### config.mk
export PLATFORM = sky130hd
export DESIGN_NAME = ps2_keyboard_rx
export DESIGN_NICKNAME = d
export VERILOG_FILES = /design/src/rtl/ps2_pkg.sv /design/src/rtl/ps2_sync_filter.sv /design/src/rtl/ps2_keyboard_rx.sv
export SDC_FILE = /design/constraint.sdc
export NUM_CORES = 1
export LEC_CHECK = 0
export BUFFER_PORTS_ARGS = -buffer_cell sky130_fd_sc_hd__buf_2
export CORE_MARGIN = 2
export CORE_UTILIZATION = 56
export DETAILED_ROUTE_END_ITERATION = 7
export GPL_ROUTABILITY_DRIVEN = 0
export HOLD_SLACK_MARGIN = 0.1
export PLACE_DENSITY = 0.75
export SYNTH_ARGS = -nofsm -noshare
export SYNTH_HDL_FRONTEND = slang
export SYNTH_HIERARCHICAL = 1
export SYNTH_SLANG_ARGS = --single-unit
export TNS_END_PERCENT = 5
### constraint.sdc
create_clock -name clk -period 2.6 [get_ports clk]
set_input_delay 0.52 -clock clk [delete_from_list [all_inputs] [get_ports clk]]
set_output_delay 0.52 -clock clk [all_outputs]
set_load 0.03 [all_outputs]
### src/rtl/ps2_pkg.sv
// rtl/ps2_pkg.sv - scan-code constants, frame FSM encoding and parity helper
package ps2_pkg;

  localparam logic [7:0] SC_SPACE = 8'h29;
  localparam logic [7:0] SC_BREAK = 8'hF0;
  localparam logic [7:0] SC_EXT   = 8'hE0;

  localparam logic [1:0] ST_IDLE   = 2'd0;
  localparam logic [1:0] ST_DATA   = 2'd1;
  localparam logic [1:0] ST_PARITY = 2'd2;
  localparam logic [1:0] ST_STOP   = 2'd3;

  // PS/2 uses odd parity over the eight data bits plus the parity bit.
  function automatic logic odd_ones(input logic [8:0] v);
    return ^v;
  endfunction

endpackage

### src/rtl/ps2_sync_filter.sv
// rtl/ps2_sync_filter.sv - PS/2 pin synchronizers, ps2_clk stability filter and fall detect
module ps2_sync_filter #(
  parameter int FILTER_LEN = 8
) (
  input  logic clk,
  input  logic reset,
  input  logic i_ps2_clk,
  input  logic i_ps2_data,
  output logic o_fall,
  output logic o_data_s
);

  localparam int CW = $clog2(FILTER_LEN + 1);

  logic          r_clk_meta;
  logic          r_clk_sync;
  logic          r_dat_meta;
  logic          r_dat_sync;
  logic          r_filt;
  logic [CW-1:0] r_cnt;
  logic          r_fall;

  // Idle bus level is high, so every stage resets to 1.
  always_ff @(posedge clk or negedge reset) begin
    if (!reset) begin
      r_clk_meta <= 1'b1;
      r_clk_sync <= 1'b1;
      r_dat_meta <= 1'b1;
      r_dat_sync <= 1'b1;
      r_filt     <= 1'b1;
      r_cnt      <= '0;
      r_fall     <= 1'b0;
    end else begin
      r_clk_meta <= i_ps2_clk;
      r_clk_sync <= r_clk_meta;
      r_dat_meta <= i_ps2_data;
      r_dat_sync <= r_dat_meta;
      r_fall     <= 1'b0;
      if (r_clk_sync == r_filt) begin
        r_cnt <= '0;
      end else if (r_cnt == CW'(FILTER_LEN - 1)) begin
        r_cnt  <= '0;
        r_filt <= r_clk_sync;
        r_fall <= r_filt;
      end else begin
        r_cnt <= r_cnt + 1'b1;
      end
    end
  end

  assign o_fall   = r_fall;
  assign o_data_s = r_dat_sync;

endmodule

### src/rtl/ps2_keyboard_rx.sv
// rtl/ps2_keyboard_rx.sv - PS/2 keyboard frame receiver with make/break/extended decode and space-key start pulse
module ps2_keyboard_rx
  import ps2_pkg::*;
#(
  parameter int FILTER_LEN     = 8,
  parameter int TIMEOUT_CYCLES = 100000
) (
  input  logic       clk,
  input  logic       reset,
  input  logic       ps2_clk,
  input  logic       ps2_data,
  output logic [7:0] rx_code,
  output logic       rx_valid,
  output logic       rx_err,
  output logic       is_break,
  output logic       is_extended,
  output logic       space_press,
  output logic       space_held
);

  localparam int TW = $clog2(TIMEOUT_CYCLES + 1);

  logic          w_fall;
  logic          w_data_s;
  logic          w_frame_ok;
  logic          w_timeout;

  logic [1:0]    r_state;
  logic [2:0]    r_bit_cnt;
  logic [7:0]    r_shift;
  logic          r_parity;
  logic [TW-1:0] r_to_cnt;
  logic          r_brk_flag;
  logic          r_ext_flag;
  logic [7:0]    r_code;
  logic          r_valid;
  logic          r_err;
  logic          r_is_break;
  logic          r_is_ext;
  logic          r_press;
  logic          r_held;

  ps2_sync_filter #(.FILTER_LEN(FILTER_LEN)) u_sync_filter (
    .clk       (clk),
    .reset     (reset),
    .i_ps2_clk (ps2_clk),
    .i_ps2_data(ps2_data),
    .o_fall    (w_fall),
    .o_data_s  (w_data_s)
  );

  assign w_frame_ok = w_data_s & odd_ones({r_shift, r_parity});
  assign w_timeout  = (r_state != ST_IDLE) && !w_fall &&
                      (r_to_cnt == TW'(TIMEOUT_CYCLES - 1));

  always_ff @(posedge clk or negedge reset) begin
    if (!reset) begin
      r_state    <= ST_IDLE;
      r_bit_cnt  <= '0;
      r_shift    <= '0;
      r_parity   <= 1'b0;
      r_to_cnt   <= '0;
      r_brk_flag <= 1'b0;
      r_ext_flag <= 1'b0;
      r_code     <= '0;
      r_valid    <= 1'b0;
      r_err      <= 1'b0;
      r_is_break <= 1'b0;
      r_is_ext   <= 1'b0;
      r_press    <= 1'b0;
      r_held     <= 1'b0;
    end else begin
      r_valid <= 1'b0;
      r_err   <= 1'b0;
      r_press <= 1'b0;
      r_to_cnt <= (r_state == ST_IDLE || w_fall) ? '0 : r_to_cnt + 1'b1;

      if (w_timeout) begin
        r_state    <= ST_IDLE;
        r_err      <= 1'b1;
        r_brk_flag <= 1'b0;
        r_ext_flag <= 1'b0;
      end else if (w_fall) begin
        case (r_state)
          ST_IDLE: begin
            if (!w_data_s) begin
              r_state   <= ST_DATA;
              r_bit_cnt <= '0;
            end
          end
          ST_DATA: begin
            r_shift   <= {w_data_s, r_shift[7:1]};
            r_bit_cnt <= r_bit_cnt + 1'b1;
            if (r_bit_cnt == 3'd7) r_state <= ST_PARITY;
          end
          ST_PARITY: begin
            r_parity <= w_data_s;
            r_state  <= ST_STOP;
          end
          default: begin
            r_state <= ST_IDLE;
            if (!w_frame_ok) begin
              r_err      <= 1'b1;
              r_brk_flag <= 1'b0;
              r_ext_flag <= 1'b0;
            end else if (r_shift == SC_BREAK) begin
              r_brk_flag <= 1'b1;
            end else if (r_shift == SC_EXT) begin
              r_ext_flag <= 1'b1;
            end else begin
              r_code     <= r_shift;
              r_valid    <= 1'b1;
              r_is_break <= r_brk_flag;
              r_is_ext   <= r_ext_flag;
              r_brk_flag <= 1'b0;
              r_ext_flag <= 1'b0;
              // Only the plain (non-E0) space key drives the start outputs.
              if (r_shift == SC_SPACE && !r_ext_flag) begin
                if (r_brk_flag) begin
                  r_held <= 1'b0;
                end else if (!r_held) begin
                  r_press <= 1'b1;
                  r_held  <= 1'b1;
                end
              end
            end
          end
        endcase
      end
    end
  end

  assign rx_code     = r_code;
  assign rx_valid    = r_valid;
  assign rx_err      = r_err;
  assign is_break    = r_is_break;
  assign is_extended = r_is_ext;
  assign space_press = r_press;
  assign space_held  = r_held;

endmodule

---- Word level (Yosys, flattened, before mapping) ----
Cells that the tools add are included.
storage, ports and cells
  bits of input ports ..................... 4
  register bits after elaboration ......... 57
  word-level logic and storage cells ...... 110
operators by class
  muxes and demuxes ....................... 44
  reduce and logical (&&, ||, !) cells .... 21
  equality and inequality tests ........... 15
  bitwise operators ....................... 6
  add/sub/neg operators ................... 3
operators with widths
  cell                                            number
  two-way mux 1 bit                               34
  adder 17 x 1 -> 17 bit (second input constant)  1
  == test 17 bit (second input constant)          1
  two-way mux 17 bit                              1
  == test 8 bit (second input constant)           2
  AND reduction 3 bit                             5
  != test 3 bit (second input constant)           3
  parity 9 bit                                    1
  == test 8 x 6 -> 1 bit (second input constant)  1
  two-way mux 2 bit                               4
  two-way mux 4 bit                               2
  AND reduction 7 bit                             1
  one-hot mux 2 bit (3 select lines)              1
  one-hot mux 3 bit (2 select lines)              1
  AND reduction 6 bit                             1
  nonzero test 2 bit                              3
  NOT 1 bit                                       5
  adder 4 x 1 -> 4 bit (second input constant)    1
  == test 4 x 3 -> 1 bit (second input constant)  1
  != test 4 bit (second input constant)           1
  AND reduction 4 bit                             1
  adder 3 x 1 -> 3 bit (second input constant)    1
  == test 3 bit (second input constant)           1
  logical AND 1 bit                               3
  other kinds (12)                                13

---- Depth between registers and ports, before layout ----
  word-level depth ........................ 9
  gate-level depth with buffers ........... 8
  mapped depth without buffers ............ 7

---- Modules after synthesis ----
Netlist, hierarchy kept.
by module, submodules not included
  module           area each (um2)  cells each  sequential area each (um2)  times used
  ps2_keyboard_rx  2262.2           197         1176.1                      1
  ps2_sync_filter  364.1            23          256.5                       1

---- Least setup slack after synthesis ----
Ideal clock, no wire load.
  path kind ............................... register to register
  from .................................... register r_state[0]
  to ...................................... register r_state[0]
  setup slack ............................. 0.643 ns
  arrival time ............................ 1.824 ns
  data required time ...................... 2.467 ns
  period minus slack after synthesis ...... 1.957 ns
  cell stages (with the launch flop) ...... 9
  setup time .............................. 0.133 ns
  path buffers ............................ 1
  cells stage by stage .................... dfrtp_1 inv_1 ha_1 or2_2 clkbuf_1 nor4_1 nand4_1 a21boi_0 o22ai_1
on the way
  longest elaborated chain between the ends .. 5
  elaborated cells on any way between the ends .. 13
  those cells by class .................... eq/ne: 4; mux: 3; reduce/logical: 6
RTL lines
  what                                                                  line                   source
  from (decl)                                                           ps2_keyboard_rx.sv:28  logic [1:0] r_state;
  from (signal assigned)                                                ps2_keyboard_rx.sv:58  r_state <= ST_IDLE;
  from (signal assigned)                                                ps2_keyboard_rx.sv:79  r_state <= ST_IDLE;
  from (signal assigned)                                                ps2_keyboard_rx.sv:87  r_state <= ST_DATA;
  nonzero test 2 bit                                                    ps2_keyboard_rx.sv:53  assign w_timeout = (r_state != ST_IDLE) && !w_fall &&
  logical AND 1 bit (2 in series)                                       ps2_keyboard_rx.sv:53
  != test 3 bit (no source line) or nonzero test 2 bit (tied branches)  -
  AND reduction 3 bit (no source line)                                  -
Several ways; a longest one is shown, not always the timed one. The select of a mux whose other input is x is not followed.
A chain may end at the register's enable or synchronous reset.

---- Final worst setup path ----
  from .................................... register r_shift[2]
  to ...................................... register r_code[2], in the netlist rx_code[2]
on the way
  longest elaborated chain between the ends .. 3
  elaborated cells on any way between the ends .. 7
  those cells by class .................... eq/ne: 2; bitwise: 3; reduce/logical: 2
RTL lines
  what                                    line                    source
  from (decl)                             ps2_keyboard_rx.sv:30   logic [7:0] r_shift;
  from (signal assigned)                  ps2_keyboard_rx.sv:92   r_shift <= {w_data_s, r_shift[7:1]};
  parity 9 bit (tied with other cells)    ps2_pkg.sv:15           return ^v;
  AND 1 bit or NOT 1 bit (tied branches)  -
  AND reduction 6 bit (no source line)    -
  to (signal assigned)                    ps2_keyboard_rx.sv:111  r_code <= r_shift;
  to (decl)                               ps2_keyboard_rx.sv:35   logic [7:0] r_code;
Several ways; a longest one is shown, not always the timed one.

==> load_flow_metrics.sql <==
INSERT INTO impl_metrics (metric_group, metric, value, unit) VALUES
('outcome', 'outcome', 'complete, no violations', ''),
('run', 'drv_cap', '0', ''),
('pwr', 'powerDensity', '688', 'nW/um2'),
('synth', 'synth_top_area_cell', 'dfrtp_1', ''),
('clocking', 'tritoncts.num_buffers', '9', ''),
('clocking', 'cts_root_buffer', 'clkbuf_8', ''),
('timing', 'max_clock_freq', '455', 'MHz'),
('cells_and_area', 'postLayoutCoreUtil', '68.4', '%'),
('timing', 'totalNegativeSetupSlack', '0', 'ns'),
('route', 'ant_nets', '0', ''),
('timing', 'post-route-min-period', '2.20', 'ns'),
('floorplan', 'core_region_area', '4440', 'um2'),
('global_routing', 'grt_remaining_overflow', '0', ''),
('cells_and_area', 'drive_gt1_share', '26.2', '%'),
('synth', 'ys_top_cells_by_area', 'dfrtp_1 50%, mux2_4 5.7%, dfstp_2 5.0%', ''),
('timing', 'worst-slew-pin-transition', '0.744', 'ns'),
('route', 'routedWlPerCell', '14.5', 'um'),
('global_routing', 'grt.total_usage', '19.7', '%'),
('clocking', 'clock_latency_of_the_later_clocked_register_in_the_worst_skew_pair', '0.33', 'ns'),
('setup_path', 'timing.critical_path.from_type', 'flip-flop', ''),
('setup_path', 'worstPathMaxFanout', '11', ''),
('route', 'vias', '1673', ''),
('timing', 'setup-violations-final', '0', ''),
('synth', 'ys_ff_latch', '57', ''),
('synth', 'yosys_most_used_dff', 'dfrtp_1', ''),
('route', 'drtIter0Drc', '74', ''),
('route', 'via_per_inst', '5.50', ''),
('global_routing', 'first_global_vias', '1680', ''),
('route', 'drc_errors', '0', ''),
('min_path', 'min-delay-path-class', 'primary input to asynchronous set/reset pin', ''),
('route', 'postRouteWirelength', '4.42', 'mm'),
('synth', 'synth_async_sr_flop_share', '100', '%'),
('setup_path', 'timing.critical_path.required', '2.81', 'ns'),
('timing', 'slew_limit_fails', '0', ''),
('placed_design', 'hpwl', '3.02', 'mm'),
('setup_path', 'critPathKind', 'flip-flop to flip-flop', ''),
('timing', 'grt_setup_unrepaired', 'false', ''),
('clocking', 'cts_htree_levels', '3', ''),
('cells_and_area', 'syn_to_layout_area_delta', '15.8', '%'),
('synth', 'synth_seq_area_share', '54.5', '%'),
('pwr', 'vdd_ir_drop_max', '0.000424', 'V'),
('timing', 'max-slew-margin-rel', '50.4', '%'),
('clocking', 'cts-root-to-sink-buffers', '2', ''),
('pwr', 'leakage', '1.50', 'nW'),
('clocking', 'cts.repair.resized', '0', ''),
('global_routing', 'antenna_found_initial', '0', ''),
('floorplan', 'fp.dieH', '72.5', 'um'),
('synth', 'synth_enable_flop_cells', '0', ''),
('global_routing', 'grt_max_degree', '36', ''),
('cells_and_area', 'nNetsFinal', '259', ''),
('global_routing', 'wire_length_of_the_first_global_routing_pass', '7.69', 'mm'),
('floorplan', 'die_w', '72.5', 'um'),
('timing', 'period_share', '84.6', '%'),
('route', 'drt_pass1_iterations', '4', ''),
('floorplan', 'placement_rows', '24', ''),
('timing', 'skew_final', '0.00627', 'ns'),
('placed_design', 'port_buffers', '17', ''),
('clocking', 'cts_hold_buf', '0', ''),
('clocking', 'cts_tree', 'built', ''),
('floorplan', 'top_level_ports', '18', ''),
('floorplan', 'die_area', '5250', 'um2'),
('setup_path', 'arrival', '2.41', 'ns'),
('synth', 'yosysWarningCount', '6', ''),
('synth', 'yosys.area.top_type_share', '49.5', '%'),
('cells_and_area', 'diodes_inserted', '0', ''),
('clocking', 'cts_post_setup_buffers_inserted', '0', ''),
('synth', 'yosysUniqueCellTypes', '41', ''),
('clocking', 'cts.clk_slew.worst_paths', '0.06', 'ns'),
('clocking', 'numClockSinks', '57', ''),
('setup_path', 'critical_path.endpoint_type', 'flip-flop', ''),
('synth', 'avgSynthCellArea', '11.9', 'um2'),
('synth', 'synthesized_netlist_net_count', '232', ''),
('synth', 'syn-cell-area', '2630', 'um2'),
('floorplan', 'floorplan.initialDensity', '59.1', '%'),
('timing', 'timing_hold_violations_final', '0', ''),
('synth', 'postSynthCellCount', '220', '');
-- cells in the final DEF, fill, tap and decap left out, drive strengths merged --
cell type and count:
a211oi 2, a21boi 1, a21o 1, a21oi 3, a22oi 2, a31oi 1, and2 1, and3 6
and4 3, buf 21, bufinv 3, clkbuf 12, clkinvlp 1, dfrtp 52, dfstp 5, ha 8
inv 9, mux2 20, mux2i 2, nand2 10, nand3 10, nand3b 1, nand4 3, nand4b 1
nor2 26, nor2b 1, nor3 2, nor3b 6, nor4 2, nor4b 3, o21a 1, o21ai 7
o22ai 1, or2 1, xnor2 14, xnor3 1, xor2 9
-- critical path: stages, from the launching register on --
cell and delay, ns:
dfrtp_1 0.42, xnor2_1 0.19, xnor3_1 0.45, xnor2_2 0.25, nand3_2 0.35, mux2_4 0.41
-- metrics by stage --
stage          total power [mW]  hold WS, ns  setup slack, ns  std cells  area, um2
4_1_cts                    2.12        0.259            0.394        304       3040
3_3_place_gp               1.05        0.347            0.462        288       2780
3_5_place_dp               1.05        0.348            0.400        288       2780
5_1_grt                    2.17        0.253            0.202        304       3040
2_1_floorplan              1.02        0.224            0.643        220       2630
6_report                   2.09        0.253            0.402        304       3040
-- final timing paths --
check | startpoint | endpoint | slack, ns | cells after the start
worst max register to register | r_shift[2]$_DFFE_PN0P_ | rx_code[2]$_DFFE_PN0P_ | 0.40 | 5
worst min-delay path | reset | rx_code[1]$_DFFE_PN0P_ | 0.25 | 1
max in group asynchronous | reset | r_to_cnt[1]$_DFF_PN0_ | 1.69 | 2
worst min register to register | u_sync_filter/r_dat_meta$_DFF_PN1_ | u_sync_filter/o_data_s$_DFF_PN1_ | 0.36 | 0
worst max-delay path | r_shift[2]$_DFFE_PN0P_ | rx_code[2]$_DFFE_PN0P_ | 0.40 | 5
min in group clk | ps2_data | u_sync_filter/r_dat_meta$_DFF_PN1_ | 0.29 | 1
-- synth_stat cells, types with 2 or more instances --
cell,count
a211oi_1,2
a21oi_1,3
a22oi_1,2
and3_1,6
and4_1,2
clkbuf_1,2
dfrtp_1,52
dfstp_2,5
ha_1,8
inv_1,9
mux2_2,10
mux2_4,10
mux2i_1,2
nand2_1,10
nand3_1,9
nand4_1,3
nor2_1,26
nor3_1,2
nor3b_1,6
nor4_1,2
nor4b_1,3
o21ai_0,7
xnor2_1,13
xor2_1,9
-- power breakdown --
part	switching (mW)	internal (mW)
Clock	0.342	0.715
Sequential	0.0265	0.923
Combinational	0.0454	0.0409
-- layout make-up --
cell class              instances  area, um2
clock inverters                 4       97.6
fillers                       337       1400
repair buffers                 21        115
multi-input cells             149       1130
well taps                      52       65.1
flip-flops and latches         57       1430
inverters                       9       33.8
clock buffers                  12        165
-- kinds of logic after synthesis --
kind of cell | synth area share (%)
compound gates | 4.38
flops | 54.6
xor+xnor | 8.81
mux | 10.8
buf+inv | 2.33
simple gates | 15.3
fa+ha+maj | 3.81
-- routing by layer --
layer | wire length (um) | global-route usage [%]
met5 | 0 | 0
met4 | 105 | 8.02
met3 | 188 | 8.75
met2 | 2010 | 29.5
met1 | 2120 | 25.3
-- state kept, by name, indices dropped and copies added (netlist names) --
register / flops
is_break: 1
is_extended: 1
r_bit_cnt: 3
r_brk_flag: 1
r_ext_flag: 1
r_parity: 1
r_shift: 8
r_state: 2
r_to_cnt: 17
rx_code: 8
rx_err: 1
rx_valid: 1
space_held: 1
space_press: 1
u_sync_filter/o_data_s: 1
u_sync_filter/o_fall: 1
u_sync_filter/r_clk_meta: 1
u_sync_filter/r_clk_sync: 1
u_sync_filter/r_cnt: 4
u_sync_filter/r_dat_meta: 1
u_sync_filter/r_filt: 1
Power figures use the tool's default switching activity.
